<file path="config.mk">
export PLATFORM = sky130hd
export DESIGN_NAME = mem_arbiter
export DESIGN_NICKNAME = d
export VERILOG_FILES = /design/src/rtl/mem_arbiter.sv
export SDC_FILE = /design/constraint.sdc
export NUM_CORES = 1
export LEC_CHECK = 0
export ABC_AREA = 1
export BUFFER_PORTS_ARGS = -buffer_cell sky130_fd_sc_hd__buf_2
export CORE_ASPECT_RATIO = 1.2
export CORE_MARGIN = 1
export CORE_UTILIZATION = 35
export CTS_BUF_LIST = sky130_fd_sc_hd__clkbuf_4
export CTS_CLUSTER_SIZE = 20
export DETAILED_ROUTE_END_ITERATION = 8
export PLACE_DENSITY_LB_ADDON = 0.3
export SYNTH_ARGS = -nofsm -noshare
export SYNTH_HDL_FRONTEND = slang
export SYNTH_SLANG_ARGS = --single-unit
</file>
<file path="constraint.sdc">
create_clock -name clk -period 2 [get_ports clk]
set_input_delay 0.4 -clock clk [delete_from_list [all_inputs] [get_ports clk]]
set_output_delay 0.4 -clock clk [all_outputs]
set_load 0.03 [all_outputs]
</file>
<file path="src/rtl/mem_arbiter.sv">
// Arbitrates the shared memory port between instruction fetch and data access.
// Data has priority; a saturating streak counter forces fetch through after STARVE_LIMIT data wins.
module mem_arbiter #(
  parameter int ADDR_W       = 32,
  parameter int DATA_W       = 32,
  parameter int STARVE_LIMIT = 4
) (
  input  logic              clk,
  input  logic              rst,
  input  logic              if_req,
  input  logic [ADDR_W-1:0] if_addr,
  output logic              if_ack,
  output logic [DATA_W-1:0] if_rdata,
  input  logic              dm_req,
  input  logic              dm_we,
  input  logic [ADDR_W-1:0] dm_addr,
  input  logic [DATA_W-1:0] dm_wdata,
  output logic              dm_ack,
  output logic [DATA_W-1:0] dm_rdata,
  output logic              mem_req,
  output logic              mem_we,
  output logic [ADDR_W-1:0] mem_addr,
  output logic [DATA_W-1:0] mem_wdata,
  input  logic              mem_ack,
  input  logic [DATA_W-1:0] mem_rdata,
  output logic              busy
);

  localparam int SW = (STARVE_LIMIT > 0) ? $clog2(STARVE_LIMIT + 1) : 1;
  localparam logic [SW-1:0] LIMIT = SW'(STARVE_LIMIT);

  typedef enum logic [1:0] {IDLE, IF_BUSY, DM_BUSY} state_t;

  state_t            state_q, state_d;
  logic [SW-1:0]     streak_q, streak_d;
  logic              mem_req_q, mem_req_d;
  logic              mem_we_q, mem_we_d;
  logic [ADDR_W-1:0] mem_addr_q, mem_addr_d;
  logic [DATA_W-1:0] mem_wdata_q, mem_wdata_d;
  logic              busy_q, busy_d;
  logic              if_ack_q, if_ack_d;
  logic              dm_ack_q, dm_ack_d;
  logic [DATA_W-1:0] if_rdata_q, if_rdata_d;
  logic [DATA_W-1:0] dm_rdata_q, dm_rdata_d;

  logic if_elig, dm_elig, fetch_first, grant_if, grant_dm;

  // A requester whose ack is showing is dropping its request, so it must not be re-granted.
  always_comb begin
    if_elig     = if_req && !if_ack_q;
    dm_elig     = dm_req && !dm_ack_q;
    fetch_first = (STARVE_LIMIT != 0) && (streak_q == LIMIT);
    grant_dm    = (state_q == IDLE) && dm_elig && !(if_elig && fetch_first);
    grant_if    = (state_q == IDLE) && if_elig && !grant_dm;
  end

  always_comb begin
    state_d     = state_q;
    streak_d    = streak_q;
    mem_req_d   = mem_req_q;
    mem_we_d    = mem_we_q;
    mem_addr_d  = mem_addr_q;
    mem_wdata_d = mem_wdata_q;
    busy_d      = busy_q;
    if_ack_d    = 1'b0;
    dm_ack_d    = 1'b0;
    if_rdata_d  = if_rdata_q;
    dm_rdata_d  = dm_rdata_q;
    unique case (state_q)
      IDLE: begin
        if (grant_dm) begin
          state_d     = DM_BUSY;
          mem_req_d   = 1'b1;
          busy_d      = 1'b1;
          mem_we_d    = dm_we;
          mem_addr_d  = dm_addr;
          mem_wdata_d = dm_wdata;
          if (if_req) begin
            if (streak_q != LIMIT) streak_d = streak_q + SW'(1);
          end else begin
            streak_d = '0;
          end
        end else if (grant_if) begin
          state_d     = IF_BUSY;
          mem_req_d   = 1'b1;
          busy_d      = 1'b1;
          mem_we_d    = 1'b0;
          mem_addr_d  = if_addr;
          mem_wdata_d = '0;
          streak_d    = '0;
        end
      end
      IF_BUSY: begin
        if (mem_ack) begin
          state_d    = IDLE;
          mem_req_d  = 1'b0;
          busy_d     = 1'b0;
          if_ack_d   = 1'b1;
          if_rdata_d = mem_rdata;
        end
      end
      DM_BUSY: begin
        if (mem_ack) begin
          state_d    = IDLE;
          mem_req_d  = 1'b0;
          busy_d     = 1'b0;
          dm_ack_d   = 1'b1;
          dm_rdata_d = mem_we_q ? '0 : mem_rdata;
        end
      end
      default: state_d = IDLE;
    endcase
  end

  always_ff @(posedge clk) begin
    if (!rst) begin
      state_q     <= IDLE;
      streak_q    <= '0;
      mem_req_q   <= 1'b0;
      mem_we_q    <= 1'b0;
      mem_addr_q  <= '0;
      mem_wdata_q <= '0;
      busy_q      <= 1'b0;
      if_ack_q    <= 1'b0;
      dm_ack_q    <= 1'b0;
      if_rdata_q  <= '0;
      dm_rdata_q  <= '0;
    end else begin
      state_q     <= state_d;
      streak_q    <= streak_d;
      mem_req_q   <= mem_req_d;
      mem_we_q    <= mem_we_d;
      mem_addr_q  <= mem_addr_d;
      mem_wdata_q <= mem_wdata_d;
      busy_q      <= busy_d;
      if_ack_q    <= if_ack_d;
      dm_ack_q    <= dm_ack_d;
      if_rdata_q  <= if_rdata_d;
      dm_rdata_q  <= dm_rdata_d;
    end
  end

  assign mem_req   = mem_req_q;
  assign mem_we    = mem_we_q;
  assign mem_addr  = mem_addr_q;
  assign mem_wdata = mem_wdata_q;
  assign busy      = busy_q;
  assign if_ack    = if_ack_q;
  assign dm_ack    = dm_ack_q;
  assign if_rdata  = if_rdata_q;
  assign dm_rdata  = dm_rdata_q;

endmodule

</file>
==> flow_summary_export.csv, run 1 <==
group,metric,value,unit
clock_tree,cts_resized,0,
timing,hold_viol,0,
synth,ys_ff_latch,137,
power,power.share.switching,42.2,%
global_routing,grt.met1_usage,23.1,%
timing,fin_ws,0.274,ns
synth,synth_area_per_cell,8.04,um^2
min_path,whs_path_depth,3,
global_routing,grt_first_pass_wirelength,24100,um
timing,maxSlewViolCount,0,
global_routing,grt_max_degree,79,
die,pin_count,267,
power,powerDensity,1290,nW/um^2
worst_setup_path,slowest_stage,"dfxtp_1",
clock_tree,clock-sinks,137,
worst_setup_path,end_kind,"flip-flop",
power,internal-power,5.36,mW
placed_design,place_ws,0.250,ns
synth,syn_inst,673,
clock_tree,hold_buffers,0,
worst_setup_path,startpoint_type,"flip-flop",
layout,finalNonFillerCells,1139,
clock_tree,clockRootBuffer,"clkbuf_4",
synth,yosysUniqueCellTypes,23,
clock_tree,clock_latency,0.54,ns
placed_design,gp_congestion,0.782,
route,viasPerCell,4.71,
power,switchingPower,3.92,mW
timing,worstMarginPinSlew,0.589,ns
synth,yosysWarningCount,0,
die,die_area,16000,um^2
clock_tree,h-tree-depth,4,
global_routing,grt_util_all_layers,19.3,%
status,outcome,"completed",
layout,finish.net_count,1061,
min_path,holdPathEnd,"dm_rdata[20]",
timing,hold_slack,0.0791,ns
global_routing,grtUsageMet2,31.9,%
placed_design,io_buffers,266,
route,via_count,5369,
worst_setup_path,cpPeakStageDelay,0.34,ns
worst_setup_path,path_buf_inv,3,
worst_setup_path,crit_fanout,33,
timing,fin_crit_sh,86.3,%
worst_setup_path,reg2reg_to,"mem_we",
power,p_clk_share,22.0,%
power,fin_total_pwr,9.29,mW
clock_tree,clk_path_buf_depth,2,
global_routing,grt_overflow,0,
timing,max_clock_freq,0.579,GHz
global_routing,top_usage_layer,"met2",
placed_design,dp.final_hpwl,10500,um
global_routing,grt_util_met3,5.83,%
power,ir_drop,0.647,mV
job,max_cap_violations,0,
clock_tree,clk_pin_slew,0.12,ns
worst_setup_path,crit_chain,"inv_1 > ha_1 > inv_1 > nor2_4 > nand2_4 > nand2_2 > clkinv_4 > nand2_2 > a21oi_2",
layout,mostFrequentLayoutCell,"buf_2",
timing,final.min_clock_period,1.73,ns
layout,final_cell_mix,"266 x buf_2, 137 x dfxtp_1, 117 x nand2_1, 98 x o21ai_0, 74 x nor2_1",
synth,syn_area,5410,um^2
layout,area_growth,32.9,%
synth,syn_nets,812,
global_routing,antenna_found_initial,0,
timing,setup-tns-final,0,ns
timing,relSlewSlack,60.7,%
synth,seq_area_frac_synth,50.7,%
die,num_rows,49,
die,initial_utilization,36.0,%
route,wl,15500,um
worst_setup_path,cp.required,2.40,ns
min_path,min_from,"mem_rdata[20]",
timing,rsz0062_at_grt,"no",
die,fp.dieW,115,um
layout,antenna_cells,0,
route,dr.pass1.iters,5,
clock_tree,cts_made_buffers,17,
placed_design,dp.cells,1107,
route,routedWlPerCell,13.6,um
worst_setup_path,reg2reg_setup_slack,0.27,ns
route,drt_iter0_markers,308,
worst_setup_path,worstSetupPathType,"reg -> reg",
die,die_h,138,um
global_routing,grt_pass1_vias,5002,
min_path,hp-class,"in -> reg",
clock_tree,postCtsSetupRepairBufs,0,
layout,drive_gt1_share,40.7,%
worst_setup_path,r2r_cells,9,
worst_setup_path,r2r-start,"state_q[0]",
route,drc,0,
clock_tree,cts_tree,"built",
die,core,15000,um^2
worst_setup_path,path_delay_family,"simple AND/OR/NAND/NOR gates",
worst_setup_path,critPathArrivalTime,2.13,ns
power,p_leak,3.48,nW
power,seqPwrFrac,38.4,%
route,detail-route-antenna-nets,0,
power,power_frac_comb,39.6,%
timing,clock_skew,0.0238,ns
timing,setup_violations,0,
## synth_stat cells
cell / number / area share (%)
buf_1: 4 / 0.28
nor2_1: 75 / 5.2
nand2_2: 32 / 3.7
buf_2: 5 / 0.46
nand3_1: 68 / 6.3
or2_2: 1 / 0.12
dfxtp_1: 137 / 51
a21oi_1: 39 / 3.6
nand4_1: 1 / 0.12
buf_12: 3 / 1.1
buf_6: 1 / 0.21
ha_1: 5 / 1.2
inv_2: 3 / 0.21
o21ai_0: 98 / 9.1
clkinv_4: 1 / 0.16
inv_1: 12 / 0.83
buf_4: 6 / 0.83
clkbuf_1: 31 / 2.2
nand2_4: 1 / 0.21
nand2_1: 117 / 8.1
a31o_2: 1 / 0.16
nor2_4: 2 / 0.42
a21oi_2: 30 / 4.9
## stage by stage
stage | instance area, um^2 | utilization (%)
6_report | 7180 | 47.8
5_1_grt | 7180 | 47.8
4_1_cts | 7180 | 47.8
3_5_place_dp | 6870 | 45.7
3_3_place_gp | 6870 | 45.7
2_1_floorplan | 5410 | -
## worst max path at each step
| stage | cells after the start | slack (ns) | start | endpoint |
|---|---|---|---|---|
| CTS | 9 | 0.25 | state_q[0] | mem_wdata[2] |
| finish | 9 | 0.27 | state_q[0] | mem_we |
| global route | 9 | 0.09 | state_q[1] | mem_wdata[9] |
| detailed placement | 9 | 0.25 | state_q[0] | mem_wdata[18] |
| floorplan | 11 | 0.50 | state_q[0] | mem_we |
| global placement | 9 | 0.30 | state_q[1] | mem_wdata[19] |
## worst register-to-register path, delay by kind of cell (launching register included)
kind	cells	cell delay [ns]
AND/OR/NAND/NOR	4	0.56
adder cells (fa/ha/maj)	1	0.19
AO/OA/AOI/OAI	1	0.05
flip-flops	1	0.34
buffers and inverters	3	0.48
## power by group through the flow
stage               clock (mW)  combinational, mW  sequential, mW
floorplan                    0               1.73            4.63
global placement             0               3.69            3.62
detailed placement           0               3.71            3.62
CTS                       2.13               3.71            3.57
global route              2.24               4.03            3.63
finish                    2.04               3.68            3.57
## flip-flops by register name (all words and copies together) (netlist names)
name       count
dm_ack         1
mem_wdata     32
if_rdata      32
mem_addr      32
streak_q       3
mem_we         1
if_ack         1
state_q        2
dm_rdata      32
busy           1
## per-layer routing
| metal | wire, um | up-vias |
|---|---|---|
| li1 | - | 2727 |
| met1 | 6810 | 2419 |
| met2 | 7240 | 201 |
| met3 | 1130 | 22 |
| met4 | 291 | 0 |
| met5 | 0 | - |
## cell families (layout without fill, tap and decap cells)
group | after synthesis | count (layout) | synth area share (%)
flip-flops | 137 | 137 | 50.7
adder cells (fa/ha/maj) | 5 | 5 | 1.16
AO/OA/AOI/OAI | 168 | 168 | 17.7
AND/OR/NAND/NOR | 297 | 297 | 24.2
buffers and inverters | 66 | 328 | 6.25
## layout make-up
cell class | instances | area [um^2]
Timing Repair Buffer | 280 | 1470
Multi-Input combinational cell | 470 | 2330
Sequential cell | 137 | 2740
Inverter | 16 | 65.1
Tap cell | 204 | 255
Clock inverter | 13 | 175
Clock buffer | 19 | 143
Fill cell | 1569 | 7840
Note: power is estimated with default switching activity, not from simulation.
==> inputs of run 2 (changes only) <==
--- a/config.mk
+++ b/config.mk
@@ -10,7 +10,6 @@
 export CORE_ASPECT_RATIO = 1.2
 export CORE_MARGIN = 1
 export CORE_UTILIZATION = 35
-export CTS_BUF_LIST = sky130_fd_sc_hd__clkbuf_4
 export CTS_CLUSTER_SIZE = 20
 export DETAILED_ROUTE_END_ITERATION = 8
 export PLACE_DENSITY_LB_ADDON = 0.3
==> run 2 against run 1 <==
Net effect:
- cell count unchanged
- power grew 14%
- first-iteration DRC count up 0.97%
- combinational power hardly changed
- register-to-register slack about the same
- worst hold slack improved by 0.14 ns
- global-route usage hardly changed
- clock skew down 0.014 ns
- non-clock buffer count is the same
- core utilization increased by 2.1 points
- critical path type unchanged
==> flow_summary_export.csv, run 2 (synthesis gave the netlist of run 1 again) <==
group,metric,value,unit
status,outcome,"completed",
die,num_rows,49,
placed_design,placed_area,6870,um^2
clock_tree,postCtsSetupRepairBufs,0,
global_routing,grt_first_pass_wirelength,24200,um
route,routedWlPerCell,13.6,um
layout,area_growth,38.8,%
layout,seqCellArea,2740,um^2
timing,max_clock_freq,0.580,GHz
placed_design,gp_congestion,0.782,
global_routing,grt_max_degree,79,
layout,fin_area,7500,um^2
global_routing,grt_overflow,0,
power,ir_drop,0.609,mV
layout,antenna_cells,0,
die,initial_utilization,36.0,%
die,fp.dieW,115,um
die,pin_count,267,
clock_tree,clk_pin_slew,0.06,ns
timing,fin_crit_sh,86.2,%
timing,relSlewSlack,60.9,%
route,detail-route-antenna-nets,0,
die,die_h,138,um
die,core,15000,um^2
clock_tree,cts_resized,0,
timing,setup_violations,0,
placed_design,dp.cells,1107,
timing,clock_skew,0.00979,ns
route,via_count,5367,
worst_setup_path,cp.required,2.28,ns
min_path,hp-class,"in -> reg",
worst_setup_path,worstSetupPathType,"reg -> reg",
layout,multi_input_area,2330,um^2
layout,finish.net_count,1061,
timing,rsz0062_at_grt,"no",
clock_tree,cts_made_buffers,17,
timing,setup-tns-final,0,ns
clock_tree,hold_buffers,0,
clock_tree,h-tree-depth,4,
power,switchingPower,4.07,mW
die,die_area,16000,um^2
power,power.share.switching,38.3,%
route,dr.pass1.iters,4,
timing,maxSlewViolCount,0,
placed_design,dp.final_hpwl,10500,um
worst_setup_path,end_kind,"flip-flop",
timing,hold_viol,0,
clock_tree,clockRootBuffer,"clkbuf_16",
power,internal-power,6.55,mW
layout,fillers,1534,
worst_setup_path,crit_fanout,33,
layout,drive_gt1_share,40.9,%
route,drc,0,
timing,final.min_clock_period,1.72,ns
power,seqPwrFrac,33.6,%
job,max_cap_violations,0,
placed_design,io_buffers,266,
worst_setup_path,startpoint_type,"flip-flop",
layout,finalNonFillerCells,1139,
clock_tree,clk_path_buf_depth,2,
route,wl,15500,um
clock_tree,clock-sinks,137,
power,p_clk_share,31.8,%
global_routing,antenna_found_initial,0,
route,drt_iter0_markers,311,
power,power_frac_comb,34.6,%
layout,mostFrequentLayoutCell,"buf_2",
worst_setup_path,critPathArrivalTime,2.00,ns
timing,worstMarginPinSlew,0.587,ns
power,fin_total_pwr,10.6,mW
clock_tree,clock_latency,0.42,ns
global_routing,grt_util_all_layers,19.3,%
layout,final_cell_mix,"266 x buf_2, 137 x dfxtp_1, 117 x nand2_1, 98 x o21ai_0, 74 x nor2_1",
power,p_leak,3.62,nW
global_routing,grt_pass1_vias,5030,
route,viasPerCell,4.71,
power,powerDensity,1420,nW/um^2
clock_tree,cts_tree,"built",
run 2: cell types whose count changed in the layout (fill, tap and decap cells not counted), sizes merged:
cell and delta:
clkbuf +3, clkinv -3
run 2: cell type report:
cell class,instances,area share (%)
clock buffer,22,6.32
clock inverter,10,2.18
tap,204,3.40
sequential,137,36.5
multi-input combinational,470,31.0
timing repair buffer,280,19.6
inverter,16,0.867
run 2: through the flow:
step                      hold WS (ns)  util [%]  setup WS (ns)
after floorplan                  0.463         -          0.504
after global placement           0.448      45.7          0.300
after detailed placement         0.455      45.7          0.250
after CTS                        0.199      50.0          0.256
after global routing             0.207      50.0         0.0901
final                            0.217      50.0          0.276
run 2: per-layer routing:
metal  track usage, %  up-vias  share of wire (%)
li1                 -     2720                  -
met1             23.4     2411                 44
met2             31.9      215                 47
met3             5.44       21                7.5
met4             7.86        0                1.9
met5                0        -                  0
run 2: worst max-delay path: stages, from the launching register on:
cell and delay, ns:
dfxtp_1 0.32, inv_1 0.08, ha_1 0.19, inv_1 0.09
nor2_4 0.14, nand2_4 0.08, nand2_2 0.14, clkinv_4 0.30
nand2_2 0.16, a21oi_2 0.05
run 2: final timing paths:
kind | start | to | slack, ns | cells after the start
setup / recovery | state_q[0] | mem_wdata[9] | 0.28 | 9
hold / removal | mem_rdata[20] | dm_rdata[20] | 0.22 | 3
setup reg to reg | state_q[0] | mem_wdata[9] | 0.28 | 9
hold reg to reg | mem_wdata[14] | mem_wdata[14] | 0.46 | 2
run 2: power by group through the flow:
stage / registers [mW] / clock network (mW) / logic, mW
after global placement: 3.62 / 0 / 3.69
final: 3.57 / 3.38 / 3.68
after global routing: 3.63 / 3.59 / 4.03
after floorplan: 4.63 / 0 / 1.73
after CTS: 3.57 / 3.46 / 3.71
after detailed placement: 3.62 / 0 / 3.71
==> inputs of run 3 (changes only) <==
==> constraint.sdc (replaced) <==
create_clock -name clk -period 1.75 [get_ports clk]
set_input_delay 0.35 -clock clk [delete_from_list [all_inputs] [get_ports clk]]
set_output_delay 0.35 -clock clk [all_outputs]
set_load 0.03 [all_outputs]
==> run 3 against run 2 <==
Net effect:
- clock power is 7.4% higher
- sequential power is 15% higher
- clock skew is 0.0017 ns lower
- count of clock-buffer cells in the layout stayed put
- sequential cell count stayed put
- worst hold slack worse by 0.042 ns
- setup slack worse by 0.12 ns
- design area is 0.83% higher
- wire length is 0.90% lower
- sequential share of layout area is 0.30 points lower
- die area stayed put
- via count is 0.41% higher
- critical path type unchanged
==> flow_summary_export.csv, run 3 (synthesis gave the netlist of run 1 again) <==
group,metric,value,unit
route,detail-route-antenna-nets,0,
global_routing,grt_overflow,0,
status,outcome,"completed",
die,initial_utilization,36.0,%
clock_tree,clock-sinks,137,
route,viasPerCell,4.71,
clock_tree,clk_path_buf_depth,2,
global_routing,grt_pass1_vias,5002,
timing,worstMarginPinSlew,0.445,ns
power,fin_total_pwr,12.1,mW
power,powerDensity,1600,nW/um^2
timing,rsz0062_at_grt,"no",
min_path,whs_path_depth,3,
worst_setup_path,startpoint,"state_q[1]",
die,num_rows,49,
placed_design,io_buffers,266,
power,power_frac_comb,36.2,%
global_routing,grt_first_pass_wirelength,24400,um
worst_setup_path,crit_fanout,11,
timing,final.min_clock_period,1.59,ns
clock_tree,clockRootBuffer,"clkbuf_16",
timing,setup_violations,0,
route,routedWlPerCell,13.5,um
die,die_h,138,um
layout,finish.net_count,1066,
worst_setup_path,cpPeakStageDelay,0.32,ns
global_routing,grt_util_all_layers,19.3,%
worst_setup_path,reg2reg_to,"streak_q[1]",
timing,hold_viol,0,
worst_setup_path,worstSetupPathType,"reg -> reg",
layout,fin_area,7570,um^2
worst_setup_path,cp.required,2.05,ns
placed_design,gp_congestion,0.772,
power,internal-power,7.42,mW
clock_tree,hold_buffers,0,
die,core,15000,um^2
job,max_cap_violations,0,
timing,setup-tns-final,0,ns
power,p_clk_share,30.0,%
placed_design,placed_area,6950,um^2
placed_design,dp.cells,1112,
route,dr.pass1.iters,4,
worst_setup_path,crit_chain,"inv_1 > ha_1 > inv_1 > nor2_4 > nand2_4 > nand2_2 > buf_4 > nand2_1 > a21oi_1 > nor2_1",
placed_design,place_ws,0.134,ns
clock_tree,clock_latency,0.41,ns
global_routing,antenna_found_initial,1,
min_path,holdPathEnd,"dm_rdata[23]",
route,via_count,5389,
layout,final_cell_mix,"266 x buf_2, 137 x dfxtp_1, 117 x nand2_1, 98 x o21ai_0, 74 x nor2_1",
clock_tree,clk_pin_slew,0.06,ns
timing,relSlewSlack,70.0,%
worst_setup_path,path_buf_inv,3,
route,drc,0,
layout,area_growth,39.9,%
global_routing,grt_max_degree,37,
worst_setup_path,end_kind,"flip-flop",
worst_setup_path,path_delay_family,"simple AND/OR/NAND/NOR gates",
power,seqPwrFrac,33.8,%
timing,fin_crit_sh,91.1,%
layout,antenna_cells,0,
worst_setup_path,reg2reg_setup_slack,0.16,ns
min_path,min_from,"mem_rdata[23]",
worst_setup_path,cpMostUsedCell,"inv_1",
min_path,hp-class,"in -> reg",
clock_tree,cts_tree,"built",
worst_setup_path,critPathArrivalTime,1.89,ns
worst_setup_path,startpoint_type,"flip-flop",
timing,fin_ws,0.156,ns
clock_tree,postCtsSetupRepairBufs,0,
placed_design,dp.final_hpwl,10700,um
power,power.share.switching,38.6,%
worst_setup_path,slowest_stage,"dfxtp_1",
die,die_area,16000,um^2
die,pin_count,267,
timing,clock_skew,0.00811,ns
layout,finalNonFillerCells,1144,
worst_setup_path,r2r-start,"state_q[1]",
worst_setup_path,r2r_cells,10,
route,wl,15400,um
clock_tree,cts_made_buffers,17,
die,fp.dieW,115,um
power,switchingPower,4.67,mW
layout,final_core_util,50.4,%
route,drt_iter0_markers,391,
timing,maxSlewViolCount,0,
timing,max_clock_freq,0.627,GHz
layout,fillers,1493,
timing,hold_slack,0.175,ns
clock_tree,h-tree-depth,4,
layout,mostFrequentLayoutCell,"buf_2",
layout,drive_gt1_share,41.4,%
power,p_leak,3.65,nW
power,ir_drop,0.745,mV
-- run 3: worst register-to-register path: stages, from the launching register on --
cell and delay [ns]:
dfxtp_1 0.32, inv_1 0.10, ha_1 0.19, inv_1 0.08
nor2_4 0.14, nand2_4 0.08, nand2_2 0.11, buf_4 0.19
nand2_1 0.10, a21oi_1 0.14, nor2_1 0.05
-- run 3: metal layers --
metal  track usage, %  wire length (um)  part of all wire (%)
met5                0                13                 0.084
met4             7.04               235                   1.5
met3             6.71              1260                   8.2
met2             31.9              7380                    48
met1             23.0              6510                    42
-- run 3: final cells by class --
class / instances / area, um^2 / share of cell area [%]
timing repair buffer: 285 / 1570 / 20.7
clock inverter: 10 / 115 / 1.52
inverter: 16 / 65.1 / 0.860
tap: 204 / 255 / 3.37
sequential: 137 / 2740 / 36.2
clock buffer: 22 / 494 / 6.53
multi-input combinational: 470 / 2330 / 30.8
-- run 3: how the worst max path moves through the flow --
stage | to | slack [ns] | cells after the start
finish | streak_q[1] | 0.16 | 10
floorplan | mem_we | 0.25 | 11
global route | state_q[0] | 0.05 | 7
global placement | mem_addr[31] | 0.22 | 9
CTS | mem_addr[28] | 0.12 | 9
detailed placement | mem_addr[28] | 0.13 | 9
-- run 3: what timing repair did --
action                     4_1_cts  5_1_grt
setup endpoints to repair        0        1
gates resized for setup          0        1
hold endpoints to repair         0        0
-- run 3: power by group through the flow --
stage | sequential, mW | combinational, mW | clock (mW)
2_1_floorplan | 5.29 | 1.97 | 0
3_3_place_gp | 4.14 | 4.37 | 0
3_5_place_dp | 4.14 | 4.40 | 0
4_1_cts | 4.09 | 4.41 | 3.73
5_1_grt | 4.16 | 4.77 | 3.90
6_report | 4.09 | 4.38 | 3.63
